<file path="src/rtl/read_controller_sdram_pkg.sv">
// ============================================================================
// Module  : read_controller_sdram_pkg
// Purpose : Shared FSM encoding and frame-buffer geometry for the SDRAM pixel path.
// Revision: 1.0
// ============================================================================
`default_nettype none

package read_controller_sdram_pkg;

  localparam int FRAME_WIDTH_DEFAULT  = 640;
  localparam int FRAME_HEIGHT_DEFAULT = 480;

  // Wrap boundary shared by the read and write sides of the frame buffer.
  localparam int BoundarySDRAM = FRAME_WIDTH_DEFAULT * FRAME_HEIGHT_DEFAULT * 2;
  localparam int HeadAddrWidth = $clog2(BoundarySDRAM);

  typedef enum logic [1:0] {
    IDLE    = 2'd0,
    REQUEST = 2'd1,
    RECEIVE = 2'd2
  } rd_state_e;

  function automatic int boundary_sdram(input int width, input int height);
    return width * height * 2;
  endfunction

endpackage

`default_nettype wire

</file>
<file path="src/rtl/read_controller_sdram_if.sv">
// ============================================================================
// Module  : read_controller_sdram_if
// Purpose : Pixel consumer and SDRAM read handshake bundle of the read controller.
// Revision: 1.0
// ============================================================================
`default_nettype none

interface read_controller_sdram_if #(
  parameter int PixelBitWidth     = 16,
  parameter int AddressWidthSDRAM = 24
);

  logic                         i_frame_start;
  logic                         i_pixel_req;
  logic [PixelBitWidth-1:0]     o_pixel;
  logic                         o_pixel_valid;
  logic                         o_underflow;
  logic                         o_sdram_rd_req;
  logic [AddressWidthSDRAM-1:0] o_sdram_addr;
  logic                         i_sdram_ack;
  logic                         i_sdram_valid_rd;
  logic [PixelBitWidth-1:0]     i_sdram_data;
  logic                         o_busy_rd;

  modport master (
    input  i_frame_start, i_pixel_req, i_sdram_ack, i_sdram_valid_rd, i_sdram_data,
    output o_pixel, o_pixel_valid, o_underflow, o_sdram_rd_req, o_sdram_addr, o_busy_rd
  );

  modport slave (
    output i_frame_start, i_pixel_req, i_sdram_ack, i_sdram_valid_rd, i_sdram_data,
    input  o_pixel, o_pixel_valid, o_underflow, o_sdram_rd_req, o_sdram_addr, o_busy_rd
  );

endinterface

`default_nettype wire

</file>
<file path="src/rtl/read_controller_sdram_pixel_fifo_fwft.sv">
// ============================================================================
// Module  : pixel_fifo_fwft
// Purpose : First-word-fall-through pixel FIFO with synchronous flush.
// Revision: 1.0
// ============================================================================
`default_nettype none

module pixel_fifo_fwft #(
  parameter  int Width = 16,
  parameter  int Depth = 16,
  localparam int PtrW  = $clog2(Depth),
  localparam int CntW  = $clog2(Depth + 1)
) (
  input  logic             CLK,
  input  logic             RST,
  input  logic             push_i,
  input  logic [Width-1:0] data_i,
  input  logic             pop_i,
  input  logic             flush_i,
  output logic [Width-1:0] data_o,
  output logic [CntW-1:0]  count_o
);

  localparam logic [PtrW-1:0] PtrOne   = PtrW'(1);
  localparam logic [CntW-1:0] CntOne   = CntW'(1);
  localparam logic [CntW-1:0] CntDepth = CntW'(Depth);

  logic [Width-1:0] mem_q [Depth];
  logic [PtrW-1:0]  rd_ptr_q;
  logic [PtrW-1:0]  wr_ptr_q;
  logic [CntW-1:0]  count_q;
  logic             w_push;
  logic             w_pop;

  assign w_pop  = pop_i && (count_q != '0);
  assign w_push = push_i && (count_q != CntDepth);

  always_ff @(posedge CLK or negedge RST) begin
    if (!RST) begin
      for (int i = 0; i < Depth; i++) mem_q[i] <= '0;
      rd_ptr_q <= '0;
      wr_ptr_q <= '0;
      count_q  <= '0;
    end else if (flush_i) begin
      rd_ptr_q <= '0;
      wr_ptr_q <= '0;
      count_q  <= '0;
    end else begin
      if (w_push) begin
        mem_q[wr_ptr_q] <= data_i;
        wr_ptr_q        <= wr_ptr_q + PtrOne;
      end
      if (w_pop) rd_ptr_q <= rd_ptr_q + PtrOne;
      if (w_push && !w_pop)      count_q <= count_q + CntOne;
      else if (w_pop && !w_push) count_q <= count_q - CntOne;
    end
  end

  assign data_o  = mem_q[rd_ptr_q];
  assign count_o = count_q;

endmodule

`default_nettype wire

</file>
<file path="src/rtl/read_controller_sdram.sv">
// ============================================================================
// Module  : read_controller_sdram
// Purpose : Burst-reads the frame buffer from SDRAM and serves pixels to scan-out.
// Revision: 1.0
// ============================================================================
`default_nettype none

module read_controller_sdram
  import read_controller_sdram_pkg::*;
#(
  parameter int FrameWidth        = FRAME_WIDTH_DEFAULT,
  parameter int FrameHeight       = FRAME_HEIGHT_DEFAULT,
  parameter int BurstLengthSDRAM  = 8,
  parameter int PixelBitWidth     = 16,
  parameter int AddressWidthSDRAM = 24,
  parameter int FifoDepth         = 16
) (
  input  logic                    CLK,
  input  logic                    RST,
  read_controller_sdram_if.master bus
);

  localparam int FrameBoundary = boundary_sdram(FrameWidth, FrameHeight);
  localparam int HeadW         = $clog2(FrameBoundary);
  localparam int CntW          = $clog2(FifoDepth + 1);
  localparam int BurstW        = $clog2(BurstLengthSDRAM + 1);

  localparam logic [HeadW:0]    HeadStep  = (HeadW + 1)'(BurstLengthSDRAM);
  localparam logic [HeadW:0]    HeadWrap  = (HeadW + 1)'(FrameBoundary);
  localparam logic [CntW-1:0]   BurstCnt  = CntW'(BurstLengthSDRAM);
  localparam logic [CntW-1:0]   DepthCnt  = CntW'(FifoDepth);
  localparam logic [CntW-1:0]   CntOne    = CntW'(1);
  localparam logic [BurstW-1:0] BurstLast = BurstW'(BurstLengthSDRAM);
  localparam logic [BurstW-1:0] BurstOne  = BurstW'(1);

  rd_state_e                    state_q;
  logic [HeadW-1:0]             head_q;
  logic [AddressWidthSDRAM-1:0] addr_q;
  logic                         rd_req_q;
  logic                         underflow_q;
  logic [CntW-1:0]              inflight_q;
  logic [BurstW-1:0]            word_cnt_q;
  logic                         drain_q;

  logic [CntW-1:0]  w_count;
  logic [CntW-1:0]  w_free;
  logic [HeadW:0]   w_head_sum;
  logic [HeadW-1:0] w_head_d;
  logic             w_push;
  logic             w_pop;
  logic             w_last_word;

  // Free space counts words already reserved by an outstanding burst.
  assign w_free      = DepthCnt - w_count - inflight_q;
  assign w_head_sum  = {1'b0, head_q} + HeadStep;
  assign w_head_d    = (w_head_sum == HeadWrap) ? '0 : w_head_sum[HeadW-1:0];
  assign w_last_word = (word_cnt_q + BurstOne) == BurstLast;
  assign w_push      = (state_q == RECEIVE) && bus.i_sdram_valid_rd && !drain_q && !bus.i_frame_start;
  assign w_pop       = bus.i_pixel_req && (w_count != '0) && !bus.i_frame_start;

  pixel_fifo_fwft #(
    .Width (PixelBitWidth),
    .Depth (FifoDepth)
  ) u_fifo (
    .CLK     (CLK),
    .RST     (RST),
    .push_i  (w_push),
    .data_i  (bus.i_sdram_data),
    .pop_i   (w_pop),
    .flush_i (bus.i_frame_start),
    .data_o  (bus.o_pixel),
    .count_o (w_count)
  );

  always_ff @(posedge CLK or negedge RST) begin
    if (!RST) begin
      state_q     <= IDLE;
      head_q      <= '0;
      addr_q      <= '0;
      rd_req_q    <= 1'b0;
      underflow_q <= 1'b0;
      inflight_q  <= '0;
      word_cnt_q  <= '0;
      drain_q     <= 1'b0;
    end else begin
      underflow_q <= bus.i_pixel_req && (w_count == '0);
      if (bus.i_frame_start) head_q <= '0;
      case (state_q)
        IDLE: begin
          if (!bus.i_frame_start && (w_free >= BurstCnt)) begin
            state_q    <= REQUEST;
            rd_req_q   <= 1'b1;
            addr_q     <= AddressWidthSDRAM'(head_q);
            inflight_q <= inflight_q + BurstCnt;
          end
        end
        REQUEST: begin
          if (bus.i_frame_start) begin
            state_q    <= IDLE;
            rd_req_q   <= 1'b0;
            inflight_q <= '0;
          end else if (bus.i_sdram_ack) begin
            state_q    <= RECEIVE;
            rd_req_q   <= 1'b0;
            head_q     <= w_head_d;
            word_cnt_q <= '0;
          end
        end
        RECEIVE: begin
          // A restart mid-burst still has to absorb the rest of the burst.
          if (bus.i_frame_start) begin
            drain_q    <= 1'b1;
            inflight_q <= '0;
          end
          if (bus.i_sdram_valid_rd) begin
            word_cnt_q <= word_cnt_q + BurstOne;
            if (w_push) inflight_q <= inflight_q - CntOne;
            if (w_last_word) begin
              state_q <= IDLE;
              drain_q <= 1'b0;
            end
          end
        end
        default: state_q <= IDLE;
      endcase
    end
  end

  assign bus.o_sdram_rd_req = rd_req_q;
  assign bus.o_sdram_addr   = addr_q;
  assign bus.o_underflow    = underflow_q;
  assign bus.o_pixel_valid  = (w_count != '0);
  assign bus.o_busy_rd      = (state_q != IDLE);

endmodule

`default_nettype wire

</file>
<file path="src/flat_wrapper.sv">
// flat-port wrapper written by rule: the top's interface ports become plain ports
module read_controller_sdram_flat import read_controller_sdram_pkg::*;
#(
  parameter int FrameWidth        = FRAME_WIDTH_DEFAULT,
  parameter int FrameHeight       = FRAME_HEIGHT_DEFAULT,
  parameter int BurstLengthSDRAM  = 8,
  parameter int PixelBitWidth     = 16,
  parameter int AddressWidthSDRAM = 24,
  parameter int FifoDepth         = 16
)
  (CLK, RST, bus_i_frame_start, bus_i_pixel_req, bus_i_sdram_ack, bus_i_sdram_valid_rd, bus_i_sdram_data, bus_o_pixel, bus_o_pixel_valid, bus_o_underflow, bus_o_sdram_rd_req, bus_o_sdram_addr, bus_o_busy_rd);
  read_controller_sdram_if #(.PixelBitWidth(PixelBitWidth), .AddressWidthSDRAM(AddressWidthSDRAM)) bus_i ();
  input  logic CLK;
  input  logic RST;
  input wire logic [$bits(bus_i.i_frame_start)-1:0] bus_i_frame_start;
  input wire logic [$bits(bus_i.i_pixel_req)-1:0] bus_i_pixel_req;
  input wire logic [$bits(bus_i.i_sdram_ack)-1:0] bus_i_sdram_ack;
  input wire logic [$bits(bus_i.i_sdram_valid_rd)-1:0] bus_i_sdram_valid_rd;
  input wire logic [$bits(bus_i.i_sdram_data)-1:0] bus_i_sdram_data;
  output wire logic [$bits(bus_i.o_pixel)-1:0] bus_o_pixel;
  output wire logic [$bits(bus_i.o_pixel_valid)-1:0] bus_o_pixel_valid;
  output wire logic [$bits(bus_i.o_underflow)-1:0] bus_o_underflow;
  output wire logic [$bits(bus_i.o_sdram_rd_req)-1:0] bus_o_sdram_rd_req;
  output wire logic [$bits(bus_i.o_sdram_addr)-1:0] bus_o_sdram_addr;
  output wire logic [$bits(bus_i.o_busy_rd)-1:0] bus_o_busy_rd;
  assign bus_i.i_frame_start = bus_i_frame_start;
  assign bus_i.i_pixel_req = bus_i_pixel_req;
  assign bus_i.i_sdram_ack = bus_i_sdram_ack;
  assign bus_i.i_sdram_valid_rd = bus_i_sdram_valid_rd;
  assign bus_i.i_sdram_data = bus_i_sdram_data;
  assign bus_o_pixel = bus_i.o_pixel;
  assign bus_o_pixel_valid = bus_i.o_pixel_valid;
  assign bus_o_underflow = bus_i.o_underflow;
  assign bus_o_sdram_rd_req = bus_i.o_sdram_rd_req;
  assign bus_o_sdram_addr = bus_i.o_sdram_addr;
  assign bus_o_busy_rd = bus_i.o_busy_rd;
  read_controller_sdram #(.FrameWidth(FrameWidth), .FrameHeight(FrameHeight), .BurstLengthSDRAM(BurstLengthSDRAM), .PixelBitWidth(PixelBitWidth), .AddressWidthSDRAM(AddressWidthSDRAM), .FifoDepth(FifoDepth)) u_core (.CLK(CLK), .RST(RST), .bus(bus_i));
endmodule
</file>
<file path="config.mk">
export PLATFORM = sky130hd
export DESIGN_NAME = read_controller_sdram_flat
export DESIGN_NICKNAME = d
export VERILOG_FILES = /design/src/rtl/read_controller_sdram_pkg.sv /design/src/rtl/read_controller_sdram_if.sv /design/src/rtl/read_controller_sdram_pixel_fifo_fwft.sv /design/src/rtl/read_controller_sdram.sv /design/src/flat_wrapper.sv
export SDC_FILE = /design/constraint.sdc
export NUM_CORES = 1
export LEC_CHECK = 0
export ABC_AREA = 1
export BUFFER_PORTS_ARGS = -buffer_cell sky130_fd_sc_hd__buf_2
export CORE_MARGIN = 10
export CORE_UTILIZATION = 45
export CTS_CLUSTER_DIAMETER = 100
export DETAILED_ROUTE_END_ITERATION = 10
export GPL_TIMING_DRIVEN = 0
export SKIP_LAST_GASP = 1
export SYNTH_ARGS = -nofsm -noshare
export SYNTH_HDL_FRONTEND = slang
export SYNTH_SLANG_ARGS = --single-unit
export TNS_END_PERCENT = 50
</file>
<file path="constraint.sdc">
create_clock -name CLK -period 3.3 [get_ports CLK]
set_clock_uncertainty 0.05 [all_clocks]
set_input_delay 0.66 -clock CLK [delete_from_list [all_inputs] [get_ports CLK]]
set_output_delay 0.66 -clock CLK [all_outputs]
set_load 0.02 [all_outputs]
</file>
==> reports/results.txt <==
DP HPWL - 36800 µm
CP endpoint - bus_o_pixel[13]
r2r setup slk - 0.43 ns
synthesized flop and latch total - 323
routing usage on met1 - 0.337
switching share of power - 0.374
dpl ws - -0.0544 ns
CP most frequent cell - buf_2
synth warn - 0
Vias - 13700
final net count - 1971
via density per instance - 5.73
setup ws final - -0.0790 ns
Hold Vio Cnt, Final - 0
global-route wire length before repair - 79700 µm
P_sw - 0.00446 W
share of cells above drive strength 1 - 0.135
Routed Antenna Nets - 0
failing checks - negative setup slack
n_diodes - 0
crit path launch - u_core.u_fifo.rd_ptr_q[0]
Synth area leaders - dfrtp_1, nand2_1, o21ai_1
post-synth top area share - 0.531
TritonCTS clock tree - yes
H-tree levels - 2
Power Dens Cells - 680 mW/mm²
vias in the first global route - 13300
Seq/Total Area, Yosys - 0.531
Post-synth ARST share - 1.00
core box area - 0.0334 mm²
Sequential Power Share - 0.366
status - complete, but fails checks
# setup viols final - 8
max-slew violations - 0
worst-skew pair later-pin latency - 0.52 ns
setup TNS - -0.282 ns
clock network fraction of total power - 0.328
Syn Inst Count - 1819
Post-CTS Setup Inserts - 0
ys flop type - dfrtp_1
Clock Tree Root - clkbuf_16
Starting Density - 0.455
initial antenna violation count - 3
area grow syn2layout - 15.3%
Synth top cells by count - nand2_1, dfrtp_1, o21ai_1, o21ai_0, nor2_1
largest net degree at the start of global routing - 113
critical path class - flop to output pin
CP Cell Sequence - buf_2 > buf_2 > a21oi_1 > a221oi_1 > o21ai_0 > nand2_1 > buf_2
hold_buf cts - 0
relative slew slack - 0.417
Data arrival, critical path - 2.67 ns
Die X-Extent - 204 µm
Post-synth EDFFs - 0
Row Count - 67
clock buffer count from CTS - 37
gr busiest metal - met2
Gate power share - 0.307
Max Clk Rate - 0.296 GHz
required time of the critical path - 2.59 ns
Pleak - 8.00 nW
Iteration-0 DRC Markers - 1302
drt first pass iters - 5
Buffers on Ports - 60
class of the worst hold path - input port to asynchronous set/reset pin
most area-hungry cell type in the Yosys netlist - dfrtp_1
VDD IR-drop max - 0.000394 V
worst-margin pin slew - 0.875 ns
Critical Path Sink Type - output pin
maximum root-to-sink buffer count - 3
synthesized area - 0.0152 mm²
Reg clk slew, reported paths - 0.06 ns
Critical R2R Launch - u_core.state_q[0]
WL final - 52400 µm
met2 Usage GRT - 0.383
CP startpoint kind - flop
I/O Pins - 66
reg2reg path depth - 17
final core utilization - 0.525
reg2reg end - u_core.u_fifo.count_o[4]
GR Overflow Total - 0
Netlist cell types - 45
period utilisation layout - 1.02
Worst path slowest cell - dfrtp_1
DRC - 0
Cell Int Power - 0.00747 W
RSZ-0062 raised after global routing - yes
die area - 0.0416 mm²
Crit Path Max Fanout - 10
slowest stage delay, CP - 0.49 ns
wire per inst - 21.9 µm
Total GRT Usage - 0.250
post-synthesis average cell area - 8.37 µm²
most common cell in the netlist - nand2_1
post-route minimum period - 3.38 ns
Die Y - 204 µm
max_cap viols - 0
routability cong. - 0.920
M3 GR Usage - 0.0605
CTS sink cnt - 323
cell type report:
class                      instances  area [µm²]
buffer                           125         631
clock buffer                      55        1080
clock inverter                     6        43.8
fill                            3183       15900
inverter                          97         370
multi-input combinational       1277        6380
sequential                       323        8080
tap                              448         561
timing repair buffer              63         393
through the flow:
step | power [W] | cell area, µm² | cells | hold slack (ns)
2_1_floorplan | 0.00645 | 15200 | 1822 | 0.314
3_3_place_gp | 0.00781 | 16100 | 2330 | 0.412
3_5_place_dp | 0.00785 | 16200 | 2333 | 0.418
4_1_cts | 0.0118 | 17400 | 2394 | 0.0494
5_1_grt | 0.0125 | 17500 | 2394 | 0.0735
6_report | 0.0119 | 17500 | 2394 | 0.0300
state kept, by name, summed over array words and instances, names as in the netlist:
name / cells
u_core.u_fifo.count_o: 5
u_core.drain_q: 1
u_core.inflight_q: 5
u_core.bus.o_sdram_rd_req: 1
u_core.u_fifo.rd_ptr_q: 4
u_core.bus.o_sdram_addr: 20
u_core.head_q: 20
u_core.u_fifo.wr_ptr_q: 4
u_core.state_q: 2
u_core.u_fifo.mem_q: 256
u_core.bus.o_underflow: 1
u_core.word_cnt_q: 4
worst min path at each step:
stage	startpoint	to	slack, ns	cells after the start
after floorplan	RST	u_core.bus.o_sdram_addr[0]	0.31	0
after global placement	u_core.u_fifo.mem_q[232]	u_core.u_fifo.mem_q[232]	0.41	2
after detailed placement	u_core.u_fifo.mem_q[230]	u_core.u_fifo.mem_q[230]	0.42	2
after CTS	RST	u_core.u_fifo.mem_q[26]	0.05	1
after global routing	RST	u_core.u_fifo.mem_q[26]	0.07	1
final	RST	u_core.u_fifo.mem_q[26]	0.03	1
repair_timing:
item / 4_1_cts / 5_1_grt
pin swaps: 1 / 0
resized for setup: 49 / 29
endpoints found under the hold margin: 0 / 0
endpoints found under the setup margin: 16 / 16
critical path, delay by kind of cell, from the launching register on:
family / cells / cell delay (ns)
and+or+nand+nor: 1 / 0.14
buffers and inverters: 3 / 0.78
AOI/OAI and AO/OA: 3 / 0.75
DFF: 1 / 0.49
placed cells by master, fill, tap and decap left out, drive strengths merged, types with 2 or more instances in the layout:
cell      instances
nand2           516
o21ai           384
dfrtp           323
buf             132
clkbuf          111
nor2            110
inv              96
nand3            74
a21oi            46
nand4            27
o22ai            25
ha               23
a221oi           19
o221ai           13
xor2              7
nor3              5
o32ai             5
clkinv            5
conb              4
xnor2             3
o31ai             2
clkinvlp          2
o211ai            2
fa                2
metal layers:
layer  wire length, µm  vias to the layer above  part of all wire
li1                  -                     6297                 -
met1             21800                     6725              0.42
met2             23600                      566              0.45
met3              5090                      113             0.097
met4              1820                        6             0.035
met5                40                        -           0.00076
power by group through the flow:
stage | combinational [W] | clock [W] | sequential (W)
floorplan | 0.00205 | 0 | 0.00440
global placement | 0.00338 | 0 | 0.00443
detailed placement | 0.00343 | 0 | 0.00443
CTS | 0.00354 | 0.00394 | 0.00436
global route | 0.00399 | 0.00411 | 0.00439
finish | 0.00366 | 0.00391 | 0.00436
cell families (layout without fill, tap and decap cells):
| group | after synthesis | in the layout | share of synthesized area |
|---|---|---|---|
| fa+ha+maj | 25 | 25 | 0.0215 |
| compound gates | 502 | 502 | 0.178 |
| mux | 1 | 1 | 0.000658 |
| buf+inv | 222 | 346 | 0.0612 |
| flops | 323 | 323 | 0.531 |
| xor+xnor | 10 | 10 | 0.00575 |
| simple gates | 735 | 735 | 0.202 |
| other cells | 1 | 4 | 0.000246 |
(Power assumes the default switching activity.)
